--- config.mk ---
export PLATFORM = sky130hd
export DESIGN_NAME = serial_adder_ctrl
export DESIGN_NICKNAME = d
export VERILOG_FILES = /design/src/rtl/serial_adder_ctrl.sv
export SDC_FILE = /design/constraint.sdc
export NUM_CORES = 1
export LEC_CHECK = 0
export ABC_AREA = 1
export CAP_MARGIN = 15
export CORE_MARGIN = 4
export CORE_UTILIZATION = 57
export CTS_BUF_LIST = sky130_fd_sc_hd__clkbuf_4
export DETAILED_ROUTE_END_ITERATION = 8
export PLACE_DENSITY = 0.87
export SLEW_MARGIN = 20
export SYNTH_ARGS = -nofsm -noshare
export SYNTH_HDL_FRONTEND = slang
export SYNTH_SLANG_ARGS = --single-unit
--- constraint.sdc ---
create_clock -name clk -period 2.55 [get_ports clk]
set_clock_uncertainty 0.1 [all_clocks]
set_input_delay 0.255 -clock clk [delete_from_list [all_inputs] [get_ports clk]]
set_output_delay 0.255 -clock clk [all_outputs]
set_load 0.1 [all_outputs]
--- src/rtl/serial_adder_ctrl.sv ---
// rtl/serial_adder_ctrl.sv - bit-serial adder: one full-adder cell walked LSB-first over WIDTH cycles.
// Optional two's-complement overflow flag enabled by defining SERIAL_ADD_OVF_EN.
module serial_adder_ctrl #(
    parameter int WIDTH = 8
) (
    input  logic             clk,
    input  logic             rst,
    input  logic             in_valid,
    output logic             in_ready,
    input  logic [WIDTH-1:0] a,
    input  logic [WIDTH-1:0] b,
    input  logic             cin,
    output logic             out_valid,
    input  logic             out_ready,
    output logic [WIDTH-1:0] sum,
    output logic             cout,
    output logic             busy,
    output logic             ovf
);

    localparam int CNT_W = $clog2(WIDTH);
    localparam logic [CNT_W-1:0] LAST_BIT = CNT_W'(WIDTH - 1);

    typedef enum logic [1:0] {
        S_IDLE = 2'd0,
        S_RUN  = 2'd1,
        S_DONE = 2'd2
    } state_t;

    state_t           r_state;
    state_t           w_next_state;

    logic [WIDTH-1:0] r_a_sh;
    logic [WIDTH-1:0] r_b_sh;
    logic [WIDTH-1:0] r_sum_sh;
    logic [WIDTH-1:0] r_sum;
    logic             r_carry;
    logic             r_cout;
    logic [CNT_W-1:0] r_cnt;

    logic             w_accept;
    logic             w_last;
    logic             w_sum_bit;
    logic             w_carry_out;

    assign w_sum_bit   = r_a_sh[0] ^ r_b_sh[0] ^ r_carry;
    assign w_carry_out = (r_a_sh[0] & r_b_sh[0]) | (r_a_sh[0] & r_carry) | (r_b_sh[0] & r_carry);
    assign w_accept    = (r_state == S_IDLE) && in_valid;
    assign w_last      = (r_state == S_RUN) && (r_cnt == LAST_BIT);

    always_ff @(posedge clk or posedge rst) begin
        if (rst) begin
            r_state <= S_IDLE;
        end else begin
            r_state <= w_next_state;
        end
    end

    always_comb begin
        w_next_state = r_state;
        case (r_state)
            S_IDLE: if (in_valid)  w_next_state = S_RUN;
            S_RUN:  if (w_last)    w_next_state = S_DONE;
            S_DONE: if (out_ready) w_next_state = S_IDLE;
            default:               w_next_state = S_IDLE;
        endcase
    end

    // Result registers are separate from sum_sh so sum/cout stay frozen while the next operation shifts.
    always_ff @(posedge clk or posedge rst) begin
        if (rst) begin
            r_a_sh   <= '0;
            r_b_sh   <= '0;
            r_sum_sh <= '0;
            r_sum    <= '0;
            r_carry  <= 1'b0;
            r_cout   <= 1'b0;
            r_cnt    <= '0;
        end else if (w_accept) begin
            r_a_sh  <= a;
            r_b_sh  <= b;
            r_carry <= cin;
            r_cnt   <= '0;
        end else if (r_state == S_RUN) begin
            r_a_sh   <= r_a_sh >> 1;
            r_b_sh   <= r_b_sh >> 1;
            r_sum_sh <= {w_sum_bit, r_sum_sh[WIDTH-1:1]};
            r_carry  <= w_carry_out;
            if (w_last) begin
                r_sum  <= {w_sum_bit, r_sum_sh[WIDTH-1:1]};
                r_cout <= w_carry_out;
            end else begin
                r_cnt <= r_cnt + CNT_W'(1);
            end
        end
    end

`ifdef SERIAL_ADD_OVF_EN
    logic r_ovf;

    // At the last bit r_carry is the carry into the sign bit.
    always_ff @(posedge clk or posedge rst) begin
        if (rst) begin
            r_ovf <= 1'b0;
        end else if (w_last) begin
            r_ovf <= r_carry ^ w_carry_out;
        end
    end

    assign ovf = r_ovf;
`else
    assign ovf = 1'b0;
`endif

    assign in_ready  = (r_state == S_IDLE);
    assign busy      = (r_state == S_RUN);
    assign out_valid = (r_state == S_DONE);
    assign sum       = r_sum;
    assign cout      = r_cout;

endmodule

Word-level counts from Yosys, hierarchy flattened. Cells that the tools add are included.

Bits in registers: 39. Input bits: 21. Output and inout bits: 13. Logic and storage cells: 45.

Add/subtract/negate cells: 1. Equality and inequality tests: 7. Muxes and demuxes: 13. Bitwise gates (word level): 8. Reduce and logical (&&, ||, !) cells: 8.

Operator list (count): two-way mux 8 bit (4); two-way mux 3 bit (3); two-way mux 2 bit (3); one-hot mux 2 bit (3 select lines) (1); AND reduction 3 bit (2); inequality test 2 x 1 -> 1 bit, second input constant (2); inequality test 2 bit, second input constant (2); AND reduction 2 bit (2); adder 3 x 1 -> 3 bit, second input constant (1); bitwise AND 1 bit (3); equality test 3 bit, second input constant (1); equality test 2 x 1 -> 1 bit, second input constant (1); equality test 2 bit, second input constant (1); logical AND 1 bit (2); zero test 2 bit (1); two-way mux 1 bit (2); OR 1 bit (2); nonzero test 2 bit (1); bitwise XOR 1 bit (2); inverter 1 bit (1).

Depth between registers and ports, before layout. Gate-level depths: netlist of the first run.

Word-level depth: 5. Depth in mapped cells: 7. Depth with buffers taken out: 5.

Worst setup path after synthesis of the first run. No wires, ideal clock.

Path kind: register to output. Start point: register r_state[1]. End point: output port out_valid. Arrival time: 1.781 ns. Required time: 2.195 ns. Slack: 0.414 ns. Stages on the path, launching flop included: 3. Buffers on the path: 0. Cells stage by stage: dfrtp_1 > inv_2 > nor2_1.

Cells in the longest elaborated chain, start to end: 1.

RTL lines: start, declared (RTL line 30) `state_t r_state;`; start signal, assigned (RTL line 55) `r_state <= w_next_state;`; equality test 2 bit (RTL line 117) `assign out_valid = (r_state == S_DONE);`; end, declared (RTL line 13) `output logic out_valid,`.

Every way passes these cells.

Final worst setup path of the first run.
Start point: register r_state[0]. End point: output port busy.

Cells in the longest elaborated chain, start to end: 1.

RTL lines: equality test 2 x 1 -> 1 bit (RTL line 116) `assign busy = (r_state == S_RUN);`; end, declared (RTL line 17) `output logic busy,`.

Every way passes these cells.

==> flow_summary.json, run 1 <==
{
  "synth.most_common_cell": "nand2_1",
  "worstPathMaxFanout": 19,
  "tightestPinTransition_ns": 0.638,
  "synth_flop_cell": "dfrtp_1",
  "dpl.hpwl_um": 2340,
  "rows": 19,
  "cellLeakagePower_nw": 1.02,
  "synthMuxAreaShare_pct": 0,
  "drive_gt1_share_pct": 16.2,
  "yosysTopAreaCell": "dfrtp_1",
  "drv_slew": 0,
  "grt.total_usage_pct": 17.9,
  "critPathLaunchType": "flip-flop",
  "seq_area_frac_synth_pct": 56.4,
  "yosys.area_share.simple_pct": 27.5,
  "fin_tns_setup_ns": 0,
  "vias_per_cell": 5.32,
  "synth_warnings": 0,
  "ys_ff_latch": 38,
  "syn_nets": 206,
  "clk_latency_ns": 0.33,
  "design_area_um2": 2020,
  "synth-adder-area-share_pct": 2.67,
  "cts-htree-levels": 2,
  "avgSynthCellArea_um2": 9.26,
  "via_count": 1313,
  "synth_area_um2": 1690,
  "hold_class": "input port to asynchronous set/reset pin",
  "clk_pin_slew_ns": 0.10,
  "yosys-top-cells-area": "dfrtp_1, nand2_1, nand3_1",
  "gp_congestion": 0.784,
  "cp.arrival_ns": 1.67,
  "post_cts_buffers": 0,
  "power_density_nw_per_um2": 1340,
  "drt_iter0_markers": 48,
  "gr-total-overflow": 0,
  "grt_max_degree": 39,
  "final_net_count": 239,
  "ir_worst_vdd_v": 0.00137,
  "portBuffers": 32,
  "relSlewSlack_pct": 57.5,
  "async_flop_share_pct": 100,
  "antenna_found_initial": 0,
  "synth-xor-area-share_pct": 0,
  "dieArea_um2": 3890,
  "cts_resized": 0,
  "totalWireLength_um": 3180,
  "hold_slack_ns": 0.230,
  "setup_viol_count_final": 0,
  "rsz0062_at_grt": "false",
  "synth_cells": 182,
  "synthDistinctLibCells": 18,
  "core_area_um2": 2780,
  "worstPathRequired_ns": 2.19,
  "pwr-share-comb_pct": 52.2,
  "io_pins": 34,
  "place_area_um2": 1970,
  "max_cap_viol_count": 0,
  "finalHoldViolCount": 0,
  "area_growth_syn_to_layout_pct": 20.0,
  "seqPwrFrac_pct": 37.1,
  "die_width_um": 62.4,
  "clockBufferDepth": 2,
  "firstDrtPassIters": 4,
  "path_class": "flip-flop to output pin",
  "intPower_w": 0.00133,
  "endpoint_kind": "output pin",
  "wl_per_cell_um": 12.9,
  "ctsHoldBuffers": 0,
  "diodes": 0,
  "rr_worst_depth": 5,
  "initial_core_util_pct": 60.6,
  "die_h_um": 62.4,
  "cts_buffers": 5,
  "min_period_over_period_pct": 79.2,
  "synth_top_family_by_area": "simple AND/OR/NAND/NOR gates",
  "status": "finished clean",
  "cts-root-buf": "clkbuf_4",
  "power_frac_clock_pct": 10.7,
  "max_freq_ghz": 0.495,
  "synth_compound_area_share_pct": 6.68,
  "grt_pass1_vias": 1290,
  "fin_crit_ns": 2.02,
  "post-route-drc-count": 0,
  "synth-edff-count": 0,
  "clock_sinks": 38,
  "antenna_left": 0,
  "switching_share_pct": 51.1,
  "switchingPower_w": 0.00139,
  "netlist.area_leader.share_pct": 56.4,
  "grt_pass1_wl_um": 5560,
  "synth_common_cells": "nand2_1, dfrtp_1, nand3_1",
  "cts_tree": "done"
}
==> area by class of cell <==
type	count	area, um^2
Clock buffer	6	45.0
Clock inverter	2	8.76
Fill cell	213	758
Inverter	11	41.3
Multi-Input combinational cell	124	626
Sequential cell	38	951
Tap cell	31	38.8
Timing Repair Buffer	35	313
==> per-stage QoR <==
| step | cells | total power [W] | utilization [%] | setup slack, ns |
|---|---|---|---|---|
| 6_report | 247 | 0.00272 | 72.7 | 0.530 |
| 4_1_cts | 247 | 0.00275 | 72.7 | 0.522 |
| 3_3_place_gp | 239 | 0.00239 | 70.8 | 0.926 |
| 5_1_grt | 247 | 0.00291 | 72.7 | 0.421 |
| 2_1_floorplan | 182 | 0.00217 | - | 0.414 |
| 3_5_place_dp | 239 | 0.00245 | 70.8 | 0.878 |
==> layout by cell type (no fill, tap or decap) <==
master / synthesis / final
buf_4: 4 / 15
dfrtp_1: 38 / 38
inv_1: 9 / 9
conb_1: 1 / 1
nand2_4: 1 / 1
inv_2: 2 / 2
nor2_4: 2 / 2
ha_1: 2 / 2
clkinv_1: 0 / 1
nand3b_1: 1 / 1
clkbuf_4: 0 / 6
clkinv_2: 0 / 1
nor2_1: 2 / 2
nand3_1: 38 / 38
o31ai_1: 1 / 1
nand2_1: 60 / 60
o21ai_2: 8 / 8
o21ai_0: 7 / 7
clkdlybuf4s50_1: 0 / 20
fa_1: 1 / 1
==> per-layer routing <==
metal	global-route usage [%]	routed length (um)	vias to the layer above
met5	0	0	-
met4	8.75	59	0
met3	5.04	183	4
met2	31.3	1660	38
met1	19.7	1280	617
li1	-	-	654
==> power by group through the flow <==
stage / combinational [W] / sequential (W) / clock, W
final: 0.00142 / 0.00101 / 0.000292
after global routing: 0.00154 / 0.00104 / 0.000332
after CTS: 0.00144 / 0.00101 / 0.000306
after detailed placement: 0.00143 / 0.00102 / 0
after global placement: 0.00139 / 0.00100 / 0
after floorplan: 0.000764 / 0.00140 / 0
==> worst paths after layout <==
path,slack (ns),to,startpoint
min in group clk,0.38,r_state[1],out_ready
min reg2reg,0.39,sum[0],sum[0]
max,0.53,busy,r_state[0]
max in group asynchronous,1.79,r_a_sh[0],rst
max reg2reg,0.97,sum[5],r_state[0]
min,0.23,sum[5],rst
==> registers in the layout (all words and copies together) (netlist names) <==
signal    cells
r_sum_sh      7
r_a_sh        8
sum           8
r_carry       1
r_b_sh        8
r_state       2
cout          1
r_cnt         3
==> critical path, cell delays in order (launching register included) <==
cell and delay, ns:
dfrtp_1 0.52, inv_2 0.08, nor2_4 0.36, buf_4 0.38
==> logic make-up (layout without fill, tap and decap cells) <==
| group | count (synthesis) | count (layout) |
|---|---|---|
| other cells | 1 | 1 |
| flops | 38 | 38 |
| buf+inv | 20 | 54 |
| compound gates | 16 | 16 |
| simple gates | 104 | 104 |
| fa+ha+maj | 3 | 3 |
Power figures use the tool's default switching activity.
==> run 2, diff against run 1 <==
--- a/config.mk
+++ b/config.mk
@@ -8,10 +8,10 @@
 export ABC_AREA = 1
 export CAP_MARGIN = 15
 export CORE_MARGIN = 4
-export CORE_UTILIZATION = 57
+export CORE_UTILIZATION = 53
 export CTS_BUF_LIST = sky130_fd_sc_hd__clkbuf_4
 export DETAILED_ROUTE_END_ITERATION = 8
-export PLACE_DENSITY = 0.87
+export PLACE_DENSITY = 0.82
 export SLEW_MARGIN = 20
 export SYNTH_ARGS = -nofsm -noshare
 export SYNTH_HDL_FRONTEND = slang
==> constraint.sdc (replaced) <==
create_clock -name clk -period 2.11 [get_ports clk]
set_clock_uncertainty 0.1 [all_clocks]
set_input_delay 0.211 -clock clk [delete_from_list [all_inputs] [get_ports clk]]
set_output_delay 0.211 -clock clk [all_outputs]
set_load 0.1 [all_outputs]
==> run 2 against run 1 <==
First-iteration DRC count up 58%. Setup slack worse by 0.32 ns. Global-route usage down 0.12 points. Clock power up 27%. Core utilization down 5.0 points. Flip-flop and latch count unchanged. Sequential power up 21%. Power up 23%. Die area up 6.6%. Routed wire length up 0.50%. Count of clock-buffer cells in the layout unchanged. Critical endpoint unchanged. Highest routed layer unchanged.
==> flow_summary.json, run 2 (synthesized netlist as in run 1, its figures left out) <==
{
  "status": "finished clean",
  "dp.cells": 251,
  "wl_per_cell_um": 12.3,
  "fin_tns_setup_ns": 0,
  "rsz0062_at_grt": "false",
  "cts-root-buf": "clkbuf_4",
  "cellLeakagePower_nw": 1.02,
  "worst_path_max_delay_cell": "dfrtp_1",
  "totalWireLength_um": 3200,
  "portBuffers": 32,
  "fin_crit_ns": 1.91,
  "via_count": 1312,
  "endpoint_kind": "output pin",
  "initial_core_util_pct": 55.2,
  "finalHoldViolCount": 0,
  "setup_viol_count_final": 0,
  "dieArea_um2": 4150,
  "final_cells": 259,
  "cts_buffers": 5,
  "fin_util_pct": 67.8,
  "worstPathRequired_ns": 1.80,
  "final_net_count": 238,
  "firstDrtPassIters": 4,
  "worst-path-stages": 3,
  "path_buf_inv": 2,
  "cp_cell_sequence": "inv_2, nor2_4, buf_12",
  "power_density_nw_per_um2": 1620,
  "layout_common_cells": "nand2_1, nand3_1, dfrtp_1",
  "cpPeakStageDelay_ns": 0.53,
  "cts-htree-levels": 2,
  "globalRouteMet2Util_pct": 31.4,
  "ir_worst_vdd_v": 0.000725,
  "grt_pass1_vias": 1331,
  "gp_congestion": 0.802,
  "antenna_found_initial": 0,
  "area_growth_syn_to_layout_pct": 22.8,
  "grt_util_met1_pct": 20.2,
  "diodes": 0,
  "path_class": "flip-flop to output pin",
  "post-route-drc-count": 0,
  "worstPathMaxFanout": 19,
  "io_pins": 34,
  "rows": 20,
  "critPathLaunchType": "flip-flop",
  "clock_sinks": 38,
  "clockBufferDepth": 2,
  "clk_pin_slew_ns": 0.11,
  "hold_class": "input port to asynchronous set/reset pin",
  "post_cts_buffers": 0,
  "drv_slew": 0,
  "core_area_um2": 3050,
  "busiest_layer": "met2",
  "cp.arrival_ns": 1.59,
  "tightestPinTransition_ns": 0.638,
  "cts_tree": "done",
  "clk_latency_ns": 0.34,
  "max_freq_ghz": 0.525,
  "drt_iter0_markers": 76,
  "min_period_over_period_pct": 90.3,
  "max_cap_viol_count": 0,
  "ctsHoldBuffers": 0,
  "die_width_um": 64.4,
  "antenna_left": 0,
  "cts_resized": 0,
  "grt.total_usage_pct": 17.8,
  "grt_max_degree": 39,
  "crit_family": "flip-flops",
  "final_common_cell": "nand2_1",
  "die_h_um": 64.4,
  "rr_worst_depth": 5,
  "gr-total-overflow": 0,
  "grt_pass1_wl_um": 5730,
  "dpl.hpwl_um": 2300,
  "relSlewSlack_pct": 57.5,
  "drive_gt1_share_pct": 15.8,
  "vias_per_cell": 5.07,
  "hold_slack_ns": 0.176,
  "met3_usage_pct": 4.75
}
## run 2: cell count changes in the layout (fill, tap and decap cells not counted), sizes merged
cell and change:
buf -1
## run 2: metal layers
layer,up-vias,share of wire (%)
met5,-,0
met4,0,1.8
met3,8,5.4
met2,45,50
met1,607,42
li1,652,-
## run 2: final cells by class
| class | instances | area [um^2] |
|---|---|---|
| clock inverters | 2 | 8.76 |
| multi-input cells | 124 | 626 |
| repair buffers | 34 | 343 |
| inverters | 11 | 41.3 |
| fillers | 262 | 983 |
| well taps | 44 | 55.1 |
| flip-flops and latches | 38 | 951 |
| clock buffers | 6 | 45.0 |
## run 2: worst min-delay path: cells and delay by family
kind                   cells  cell delay, ns
buffers and inverters      3            0.85
## run 2: per-stage QoR
stage	power, W	setup WS (ns)	area, um^2
3_3_place_gp	0.00295	0.521	2020
4_1_cts	0.00338	0.189	2070
5_1_grt	0.00359	0.104	2070
6_report	0.00335	0.205	2070
2_1_floorplan	0.00262	0.0183	1690
3_5_place_dp	0.00301	0.441	2020
## run 2: final timing paths
path	from	endpoint	slack, ns
max	r_state[0]	busy	0.20
min	rst	sum[3]	0.18
max reg2reg	r_state[0]	sum[5]	0.46
min reg2reg	r_b_sh[7]	r_b_sh[7]	0.39
max in group asynchronous	rst	r_state[1]	1.41
min in group clk	b[7]	r_b_sh[7]	0.31
## run 2: power breakdown
| part | total, W | switching, W | internal (W) |
|---|---|---|---|
| clock | 0.000371 | 0.000233 | 0.000138 |
| sequential | 0.00122 | 0.000192 | 0.00103 |
| combinational | 0.00176 | 0.00128 | 0.000480 |
| total | 0.00335 | 0.00171 | 0.00164 |
